**src/rtl/engine_dimm_sieve_configure_request_sequencer.sv**
```systemverilog
// -----------------------------------------------------------------------------
// engine_dimm_sieve_configure_request_sequencer
//
// Fetches the ALU configuration sequence for one sieve engine. A start pulse
// issues ENGINE_SEQ_WIDTH ascending-offset read requests into the engine's
// window of the configuration region. The module tracks the responses, which
// may return in any order. It then waits for the configure-memory stage to
// report the assembled packet.
//
// Ports
//   ap_clk, ap_rst_n       clock, asynchronous active-low reset
//   start_in               one-cycle pulse, begins a load (accepted in IDLE/ERROR)
//   base_address_in        byte base of config region, latched on accepted start
//   fifo_setup_signal_in   downstream config FIFO still in reset (hold in SETUP)
//   request_valid_out      read request valid
//   request_ready_in       read request accepted when valid & ready
//   request_address_out    base + offset*8
//   request_offset_out     word offset of the current request
//   response_valid_in      memory response observed
//   response_offset_in     offset carried by the response
//   config_valid_in        assembled packet emitted by the config stage
//   busy_out               load in progress
//   done_out               one-cycle pulse, configuration delivered
//   error_out              sticky timeout / protocol error, cleared by start
// -----------------------------------------------------------------------------
module engine_dimm_sieve_configure_request_sequencer #(
   parameter int ID_RELATIVE      = 0,
   parameter int ENGINE_SEQ_WIDTH = 16,
   parameter int ENGINE_SEQ_MIN   = ID_RELATIVE * ENGINE_SEQ_WIDTH,
   parameter int OFFSET_WIDTH     = 16,
   parameter int MAX_OUTSTANDING  = 8,
   parameter int TIMEOUT_CYCLES   = 4096
) (
   input  logic                    ap_clk,
   input  logic                    ap_rst_n,
   input  logic                    start_in,
   input  logic [63:0]             base_address_in,
   input  logic                    fifo_setup_signal_in,
   output logic                    request_valid_out,
   input  logic                    request_ready_in,
   output logic [63:0]             request_address_out,
   output logic [OFFSET_WIDTH-1:0] request_offset_out,
   input  logic                    response_valid_in,
   input  logic [OFFSET_WIDTH-1:0] response_offset_in,
   input  logic                    config_valid_in,
   output logic                    busy_out,
   output logic                    done_out,
   output logic                    error_out
);

   localparam int CNT_W = $clog2(ENGINE_SEQ_WIDTH + 1);
   localparam int TMR_W = $clog2(TIMEOUT_CYCLES + 1);
   // A limit above the sequence length can never be reached; clamping keeps
   // the comparison inside the counter width.
   localparam int MAX_OUT_CLAMP = (MAX_OUTSTANDING > ENGINE_SEQ_WIDTH) ?
                                  ENGINE_SEQ_WIDTH : MAX_OUTSTANDING;

   localparam logic [CNT_W-1:0]        CNT_ONE    = CNT_W'(1);
   localparam logic [CNT_W-1:0]        SEQ_LAST_C = CNT_W'(ENGINE_SEQ_WIDTH);
   localparam logic [CNT_W-1:0]        MAX_OUT_C  = CNT_W'(MAX_OUT_CLAMP);
   localparam logic [TMR_W-1:0]        TMR_ONE    = TMR_W'(1);
   localparam logic [TMR_W-1:0]        TIMEOUT_C  = TMR_W'(TIMEOUT_CYCLES);
   localparam logic [OFFSET_WIDTH-1:0] SEQ_MIN_C  = OFFSET_WIDTH'(ENGINE_SEQ_MIN);
   localparam logic [OFFSET_WIDTH-1:0] SEQ_SPAN_C = OFFSET_WIDTH'(ENGINE_SEQ_WIDTH);

   typedef enum logic [2:0] {
      ST_IDLE,
      ST_SETUP,
      ST_ISSUE,
      ST_DRAIN,
      ST_WAIT_CFG,
      ST_DONE,
      ST_ERROR
   } state_t;

   state_t                      state_q, state_d;
   logic [63:0]                 base_q, base_d;
   logic [CNT_W-1:0]            issue_cnt_q, issue_cnt_d;
   logic [CNT_W-1:0]            outstanding_q, outstanding_d;
   logic [ENGINE_SEQ_WIDTH-1:0] rx_mask_q, rx_mask_d;
   logic [TMR_W-1:0]            timer_q, timer_d;

   logic                        request_valid_q, request_valid_d;
   logic [63:0]                 address_q, address_d;
   logic [OFFSET_WIDTH-1:0]     offset_q, offset_d;
   logic                        busy_q, busy_d;
   logic                        done_q, done_d;
   logic                        error_q, error_d;

   // ---------------------------------------------------------------------
   // Response decode: window test and one-hot position in the rx mask
   // ---------------------------------------------------------------------
   logic [OFFSET_WIDTH-1:0]     resp_idx;
   logic                        resp_in_window;
   logic [ENGINE_SEQ_WIDTH-1:0] resp_hit;

   assign resp_idx       = response_offset_in - SEQ_MIN_C;
   assign resp_in_window = response_valid_in &&
                           (response_offset_in >= SEQ_MIN_C) &&
                           (resp_idx < SEQ_SPAN_C);

   for (genvar gi = 0; gi < ENGINE_SEQ_WIDTH; gi++) begin : g_hit
      assign resp_hit[gi] = resp_in_window && (resp_idx == OFFSET_WIDTH'(gi));
   end

   logic                        req_fire;
   logic                        resp_accept;
   logic                        resp_error;
   logic                        counting;
   logic                        activity;
   logic [TMR_W-1:0]            timer_inc;
   logic                        timed_out;

   assign req_fire    = request_valid_q & request_ready_in;
   // Only the load states consume responses; elsewhere they are dropped.
   assign resp_accept = resp_in_window &&
                        ((state_q == ST_ISSUE) || (state_q == ST_DRAIN));
   // A second answer for the same word, or an answer with nothing in flight.
   assign resp_error  = resp_accept &&
                        ((|(resp_hit & rx_mask_q)) || (outstanding_q == '0));

   assign counting  = (state_q == ST_ISSUE) || (state_q == ST_DRAIN) ||
                      (state_q == ST_WAIT_CFG);
   assign activity  = req_fire | resp_accept | config_valid_in;
   assign timer_inc = timer_q + TMR_ONE;
   assign timed_out = counting && !activity && (timer_inc == TIMEOUT_C);

   // ---------------------------------------------------------------------
   // Next-state logic
   // ---------------------------------------------------------------------
   always_comb begin
      state_d       = state_q;
      base_d        = base_q;
      issue_cnt_d   = issue_cnt_q;
      outstanding_d = outstanding_q;
      rx_mask_d     = rx_mask_q;

      unique case (state_q)
         ST_IDLE, ST_ERROR: begin
            if (start_in) begin
               base_d        = base_address_in;
               issue_cnt_d   = '0;
               outstanding_d = '0;
               rx_mask_d     = '0;
               state_d       = fifo_setup_signal_in ? ST_SETUP : ST_ISSUE;
            end
         end

         ST_SETUP: begin
            if (!fifo_setup_signal_in) begin
               state_d = ST_ISSUE;
            end
         end

         ST_ISSUE, ST_DRAIN: begin
            if (req_fire) begin
               issue_cnt_d = issue_cnt_q + CNT_ONE;
            end
            unique case ({req_fire, resp_accept})
               2'b10:   outstanding_d = outstanding_q + CNT_ONE;
               2'b01:   outstanding_d = outstanding_q - CNT_ONE;
               default: outstanding_d = outstanding_q;
            endcase
            if (resp_accept) begin
               rx_mask_d = rx_mask_q | resp_hit;
            end

            if (resp_error || timed_out) begin
               state_d = ST_ERROR;
            end else if ((state_q == ST_ISSUE) && (issue_cnt_d == SEQ_LAST_C)) begin
               state_d = ST_DRAIN;
            end else if ((state_q == ST_DRAIN) && (&rx_mask_d)) begin
               state_d = ST_WAIT_CFG;
            end
         end

         ST_WAIT_CFG: begin
            if (config_valid_in) begin
               state_d = ST_DONE;
            end else if (timed_out) begin
               state_d = ST_ERROR;
            end
         end

         ST_DONE: begin
            state_d = ST_IDLE;
         end

         default: begin
            state_d = ST_IDLE;
         end
      endcase

      // Idle timer restarts on any state change or forward progress.
      if ((state_d != state_q) || activity || !counting) begin
         timer_d = '0;
      end else begin
         timer_d = timer_inc;
      end

      // Outputs are decoded from the next state so they appear registered.
      request_valid_d = (state_d == ST_ISSUE) && (outstanding_d != MAX_OUT_C);
      offset_d        = '0;
      address_d       = '0;
      if (state_d == ST_ISSUE) begin
         offset_d  = SEQ_MIN_C + OFFSET_WIDTH'(issue_cnt_d);
         address_d = base_d + 64'({offset_d, 3'b000});
      end
      busy_d  = (state_d == ST_SETUP) || (state_d == ST_ISSUE) ||
                (state_d == ST_DRAIN) || (state_d == ST_WAIT_CFG);
      done_d  = (state_d == ST_DONE);
      // ERROR is left only through a start, so the flag is sticky.
      error_d = (state_d == ST_ERROR);
   end

   // ---------------------------------------------------------------------
   // State and output registers
   // ---------------------------------------------------------------------
   always_ff @(posedge ap_clk or negedge ap_rst_n) begin
      if (!ap_rst_n) begin
         state_q         <= ST_IDLE;
         base_q          <= '0;
         issue_cnt_q     <= '0;
         outstanding_q   <= '0;
         rx_mask_q       <= '0;
         timer_q         <= '0;
         request_valid_q <= 1'b0;
         address_q       <= '0;
         offset_q        <= '0;
         busy_q          <= 1'b0;
         done_q          <= 1'b0;
         error_q         <= 1'b0;
      end else begin
         state_q         <= state_d;
         base_q          <= base_d;
         issue_cnt_q     <= issue_cnt_d;
         outstanding_q   <= outstanding_d;
         rx_mask_q       <= rx_mask_d;
         timer_q         <= timer_d;
         request_valid_q <= request_valid_d;
         address_q       <= address_d;
         offset_q        <= offset_d;
         busy_q          <= busy_d;
         done_q          <= done_d;
         error_q         <= error_d;
      end
   end

   assign request_valid_out   = request_valid_q;
   assign request_address_out = address_q;
   assign request_offset_out  = offset_q;
   assign busy_out            = busy_q;
   assign done_out            = done_q;
   assign error_out           = error_q;

endmodule

```
**config.mk**
```make
export PLATFORM = sky130hd
export DESIGN_NAME = engine_dimm_sieve_configure_request_sequencer
export DESIGN_NICKNAME = d
export VERILOG_FILES = /design/src/rtl/engine_dimm_sieve_configure_request_sequencer.sv
export SDC_FILE = /design/constraint.sdc
export NUM_CORES = 1
export LEC_CHECK = 0
export ABC_CLOCK_PERIOD_IN_PS = 4900
export CORE_ASPECT_RATIO = 1.5
export CORE_MARGIN = 5
export CORE_UTILIZATION = 35
export DETAILED_ROUTE_END_ITERATION = 16
export GPL_TIMING_DRIVEN = 0
export HOLD_SLACK_MARGIN = 0.02
export SYNTH_ARGS = -nofsm -noshare
export SYNTH_HDL_FRONTEND = slang
export SYNTH_SLANG_ARGS = --single-unit
```
**constraint.sdc**
```tcl
create_clock -name ap_clk -period 4.9 [get_ports ap_clk]
set_input_delay 0.98 -clock ap_clk [delete_from_list [all_inputs] [get_ports ap_clk]]
set_output_delay 0.98 -clock ap_clk [all_outputs]
set_load 0.02 [all_outputs]
```
**Word-level counts from Yosys, hierarchy flattened**

Cells that the tools add are included.

- Logic and storage cells: 127
- Output and inout port bits: 84
- Input port bits: 87
- Flip-flop bits (word level): 190

- $add $sub $neg: 5
- Bitwise operators: 5
- Mux-type cells: 25
- Reduce and logical (&&, ||, !) cells: 45
- $lt $le $gt $ge: 2
- Equal/unequal tests: 33

Operators by type and width:

| kind | count |
|---|---|
| $mux W64 | 3 |
| $eq A16 B4 Y1 const B | 8 |
| $add A64 B8 Y64 | 1 |
| $eq A16 B3 Y1 const B | 4 |
| $mux W16 | 3 |
| $eq A16 B2 Y1 const B | 2 |
| $pmux W16 S2 | 1 |
| $pmux W5 S2 | 3 |
| $logic_and A1 B1 Y1 | 25 |
| $mux W5 | 5 |
| $mux W3 | 7 |
| $and A16 B16 Y16 | 1 |
| $eq A16 B1 Y1 const B | 1 |
| $ge A16 B1 Y1 const B | 1 |
| $logic_not A16 Y1 | 1 |
| $lt A16 B5 Y1 const B | 1 |
| $or A16 B16 Y16 | 1 |
| $reduce_and A16 Y1 | 1 |
| $reduce_or A16 Y1 | 1 |
| $eq A3 B3 Y1 const B | 5 |
| $add A13 B1 Y13 const B | 1 |
| $eq A13 B13 Y1 const B | 1 |
| $mux W13 | 1 |
| $eq A3 B2 Y1 const B | 4 |
| 20 further kinds | 33 |

**Logic depth before layout (Yosys ltp)**

- Depth in word-level cells: 17
- Gate-level depth with buffers: 22
- Mapped depth without buffers: 15

**Worst setup path after synthesis**

OpenSTA, ideal clock, no wires.

- Path kind: input -> register
- From: input start_in
- To: register address_q[43] (netlist: request_address_out[43])
- Data required time: 4779 ps
- Arrival: 4908 ps
- Path buffers: 7
- Library setup time: 121 ps
- Slack: -130 ps
- Stages on the path: 21
- Cell sequence: nand2b_1 > clkbuf_1 > nor2_1 > buf_2 > buf_1 > buf_1 > clkbuf_1 > buf_1 > nand2_1 > nand2_1 > ha_1 > fa_1 > a21o_1 > a21o_1 > a21oi_1 > nand2b_1 > or2_2 > clkbuf_1 > nor4_1 > xnor2_1 > nor2_1

- Cells in the longest elaborated chain, start to end: 4
- Elaborated cells on any way between the ends: 9
- Classes of those cells: add/sub (1); eq/ne (1); mux (7)

Ends and longest elaborated chain:

| what | RTL line | RTL |
|---|---|---|
| from (decl) | 36 | `input logic start_in,` |
| $mux W64 | 140 | `if (start_in) begin` |
| $mux W64 | 138 | `unique case (state_q)` |
| net base_d[3] | 77 | `logic [63:0] base_q, base_d;` |
| $add A64 B8 Y64 | 207 | `address_d = base_d + 64'({offset_d, 3'b000});` |
| $mux W64 | 205 | `if (state_d == ST_ISSUE) begin` |
| net address_d[43] | 84 | `logic [63:0] address_q, address_d;` |
| to (signal assigned) | 241 | `address_q <= address_d;` |
| to (decl) | 84 |  |

The timed path passes the listed nets, and every way through them passes these cells.
A chain may end at the register's enable or synchronous reset.

**Final worst setup path**

- From: register state_q[1]
- To: register address_q[57] (netlist: request_address_out[57])

- Elaborated cells on any way between the ends: 36
- Classes of those cells: add/sub (1); eq/ne (6); mux (13); bitwise (2); reduce/logical (14)

RTL lines:

| what | RTL line | RTL |
|---|---|---|
| from (decl) | 76 | `state_t state_q, state_d;` |
| from (signal assigned) | 234 | `state_q <= state_d;` |
| $eq A3 B3 Y1 / $logic_not A3 Y1 (equally long branches) | 138 |  |
| $reduce_or A2 Y1 (*) | 138 |  |
| $mux W64 (*) | 138 |  |
| net base_d[3] | 77 |  |
| $add A64 B8 Y64 (*) | 207 |  |
| $mux W64 (*) | 205 |  |
| net address_d[57] | 84 |  |

Mark *: on every way through the listed nets, which the timed path passes. The rest lies on a longest branch. The select of a mux whose other input is x is not followed.

==> summary by stage <==
Critical path
The startpoint-to-endpoint class of the critical path is flop to flop. The highest fanout seen on the critical path is 19. The library cell contributing the largest single delay on the critical path is sky130_fd_sc_hd__dfrtp_1. Measured in cells, the most critical reg-to-reg path has a length of 17. STA classifies the critical path endpoint as a flop. Data arrives at the worst endpoint at 4.92 ns. The critical path startpoint is state_q[1]. The required time of the worst setup path is 5.21 ns.

The origin of the critical flop-to-flop path is state_q[1]. The library cell appearing most often on the critical path is sky130_fd_sc_hd__nand2_1. The maximum cell stage delay along the critical path is 0.48 ns. The worst reg-to-reg setup slack is 0.29 ns. The buffers plus inverters on the worst setup path is 3. The worst setup path is launched from a flop. Traced cell by cell, the critical path runs through buf_2 -> xnor2_2 -> clkbuf_2 -> nand2_1 -> clkbuf_8 -> nand2_1 -> nand2_1 -> ha_1 -> fa_1 -> a21o_1 -> a21o_1 -> a21oi_1 -> nand2b_2 -> or2_2 -> nor4_1 -> xnor2_1 -> nor2_1. The destination of the worst register-to-register timing path is request_address_out[57]. The kind of cell with the highest combined delay along the critical path is simple AND/OR/NAND/NOR gates.

Cells and area
Leaving out filler cells and counting taps, the final layout contains 1,504. The post-route cell area is 11,800 um2. At the end of the flow, the number of nets in the layout was 1,264. The total area of multi-input combinational cells is 4340 um2. The synthesis-to-layout area growth is 28.9%. The ratio of cells with drive above 1 in the final layout is 7.86%. Counting the fill cells in the layout gives 2,563. The antenna diode count is 0. The register area is 4480 um2.

Pwr
The design draws 6.29 mW. The internal power consumption is 3.81 mW. The switching power total is 2.48 mW. Summed over all cells, the static leakage comes to 5.21 nW.

In this run switching power makes up 39.5% of total power. Dividing total power by cell area gives a power density of 534 nW/um2. The worst-case IR drop observed on VDD is 0.269 mV. The share of total power dissipated in the clock network is 20.3%.

The sequential group share of total power is 35.3%. The logic gate share of total power is 44.4%.

Timing
The smallest clock period supported by the final layout is computed as 4.61 ns. Setup repair after global routing left no endpoint under its margin. The actual transition at the worst max-transition pin is 0.877 ns.

The maximum clock frequency is 0.217 GHz. The total negative slack is 0 ns. The clock skew after layout is 0.0118 ns.

The setup violation total in the final timing report is 0. The post-route fraction of the period consumed by the critical path is 94.1%. The count of pins over their slew limit is 0. The number of hold-slack violations in the final timing report is 0. The remaining max-slew budget at the tightest pin is 41.5%.

CTS
TritonCTS built the clock tree. The number of setup buffers added after CTS is 0. The clock tree root driver cell is sky130_fd_sc_hd__clkbuf_16.

The number of gates resized after cts is 22. The clock passes through at most 2 buffers. The number of buffers created by CTS is 17. The H-tree was split into 4 levels. For the worst-skew pair, the clock arrives at the later sink with an insertion delay of 0.43 ns. The number of buffers inserted for hold repair after clock tree synthesis is 0.

The clock net in this run drives a total of 179 sinks. The clock-pin slew reported for the worst setup and hold paths after clock tree synthesis is 0.06 ns.

Floorplanning
The floorplan step defined a core boundary enclosing 25,800 um2. The placement row count is 72. The height of the die is 208 um. The boundary pin count is 171. The die boundary width is 142 um.

The die covers 29,500 um2. The starting density of the core is 35.5%.

Synth
The area share of the largest cell type after synthesis is 49.0%. In the synthesized netlist the dominant register cell turns out to be sky130_fd_sc_hd__dfrtp_1. After synthesis, the netlist uses 68 different library cells. Sequential cells were found to cover 49.0% of the synthesized design area. The flip-flop and latch count after synthesis is 179.

The number of warnings issued by yosys is 0. The biggest area consumer among synthesized cells is sky130_fd_sc_hd__dfrtp_1. The average instance in the mapped netlist occupies 9.31 um2.

Counting flops with a built-in enable in the synthesized netlist gives 0. By area the synthesized netlist is led by sky130_fd_sc_hd__dfrtp_1 49%, sky130_fd_sc_hd__nand2_1 6.5%, sky130_fd_sc_hd__nor2_1 5.2%, sky130_fd_sc_hd__xnor2_1 4.4%, sky130_fd_sc_hd__mux2i_1 3.0%. After synthesis, the most frequently instantiated cells are 179 x sky130_fd_sc_hd__dfrtp_1, 158 x sky130_fd_sc_hd__nand2_1, 127 x sky130_fd_sc_hd__nor2_1, 46 x sky130_fd_sc_hd__xnor2_1, 40 x sky130_fd_sc_hd__nand3_1. In the synthesized netlist the async set-or-reset flop fraction comes to 100%.

The gate count of the mapped netlist is 982. In this run the cell area of the synthesized design comes to 9150 um2. The most repeated cell in the gate-level netlist after synthesis is sky130_fd_sc_hd__dfrtp_1.

Routing
After detailed routing, the number of vias per cell comes to 5.10. After detailed routing, the number of remaining DRC violations is 0. The number of design-rule violations left by the first detailed-router iteration is 415.

The number of iterations in the first detailed-routing pass is 5. The via count is 7,673. The routed wire length is 26.8 mm. The detail route stage leaves a number of antenna-violating nets equal to 0. The routed wire length per instance is 17.8 um.

GRT
The first global-routing pass estimated 42.7 mm of wire. The layer with the highest usage after global routing is met2. For this run, global-route usage on met1 was measured as 20.9%. The overall overflow remaining after global route is 0.

The number of antenna violations at the first check in global routing is 1. The via count of the first global-routing pass is 8,021. Global routing used 18.3% of the available tracks. Entering global routing, the biggest net connects 114 pins.

For met3 alone, demand over resource in global routing was 4.73%. Global routing used 32.4% of the available met2 tracks.

Placement
The number of placed instances with taps included is 1,482. The final weighted congestion in routability-driven placement is 0.908. The number of port buffers is 156. After legalization and detailed placement, the total HPWL measured 20.4 mm.

The instance area at placement is 11,200 um2.

Min path
The end point of the worst hold path is base_q[1]. The hold path depth is 2. In this run the most critical hold path is launched from base_q[1]. The path class of the tightest hold or removal check is flop to flop.

Run status
The run finished with clean final reports.

Run
The tool flagged a number of max-cap violations equal to 0.
-- flip-flops by register name, summed over array words and instances (netlist names) --
name	count
request_valid_out	1
error_out	1
outstanding_q	5
base_q	64
done_out	1
busy_out	1
request_offset_out	5
rx_mask_q	16
state_q	3
timer_q	13
issue_cnt_q	5
request_address_out	64
-- layout by cell type (no fill, tap or decap), types with 17 or more instances in the layout --
cell,instances
sky130_fd_sc_hd__o21ai_0,24
sky130_fd_sc_hd__xnor2_1,45
sky130_fd_sc_hd__clkbuf_16,17
sky130_fd_sc_hd__clkbuf_1,17
sky130_fd_sc_hd__nand3_1,40
sky130_fd_sc_hd__nand4_1,17
sky130_fd_sc_hd__nor2_1,127
sky130_fd_sc_hd__dfrtp_1,179
sky130_fd_sc_hd__nand2_1,158
sky130_fd_sc_hd__xor2_1,27
sky130_fd_sc_hd__a21oi_1,37
sky130_fd_sc_hd__inv_1,33
sky130_fd_sc_hd__mux2i_1,27
sky130_fd_sc_hd__clkdlybuf4s50_1,154
sky130_fd_sc_hd__and3_1,17
-- metal layers --
metal  part of all wire, %  up-vias
met5                 0.049        -
met4                   2.8        2
met3                   6.7       51
met2                    52      247
met1                    38     3687
li1                      -     3686
-- metrics by stage --
step / util [%] / hold WS [ns] / setup slack (ns)
after floorplan: - / 0.439 / 0.0298
after global placement: 43.3 / 0.455 / -4.98
after detailed placement: 43.5 / 0.461 / -2.64
after CTS: 45.7 / 0.476 / 0.00440
after global routing: 45.8 / 0.504 / 0.0856
final: 45.8 / 0.476 / 0.289
-- cell families (layout without fill, tap and decap cells) --
logic type / Yosys count / in the layout / synth area share [%]
compound gates: 131 / 131 / 9.49
other cells: 1 / 11 / 0.0410
buf+inv: 91 / 270 / 4.54
flops: 179 / 179 / 49.0
simple gates: 456 / 456 / 23.6
mux: 36 / 36 / 4.19
fa+ha+maj: 15 / 15 / 2.22
xor+xnor: 73 / 73 / 6.99
-- worst max-delay path by stage --
stage	slack (ns)	endpoint	depth (start not counted)
floorplan	0.03	request_address_out[43]	21
global placement	-4.98	base_q[41]	1
detailed placement	-2.64	request_address_out[62]	20
CTS	0.004	request_address_out[57]	17
global route	0.09	request_address_out[57]	17
finish	0.29	request_address_out[57]	17
-- worst register-to-register path: cells and delay by family (launching register included) --
| family | cells | cell delay [ns] |
|---|---|---|
| simple gates | 7 | 1.23 |
| buf+inv | 3 | 0.89 |
| fa+ha+maj | 2 | 0.65 |
| xor+xnor | 2 | 0.64 |
| compound gates | 3 | 0.61 |
| flops | 1 | 0.48 |
-- final cells by class --
cell class | count | share of cell area (%)
buffer | 51 | 2.54
tap | 333 | 3.53
timing repair buffer | 157 | 13.5
multi-input combinational | 722 | 36.8
sequential | 179 | 38.0
clock inverter | 6 | 0.499
inverter | 34 | 1.10
clock buffer | 22 | 3.94
-- power groups by stage --
stage	combinational, mW	sequential [mW]	clock [mW]
4_1_cts	2.82	2.22	1.32
2_1_floorplan	1.48	2.44	0
3_5_place_dp	2.79	2.24	0
3_3_place_gp	2.76	2.24	0
5_1_grt	3.06	2.28	1.37
6_report	2.79	2.22	1.28
(Power assumes the default switching activity.)
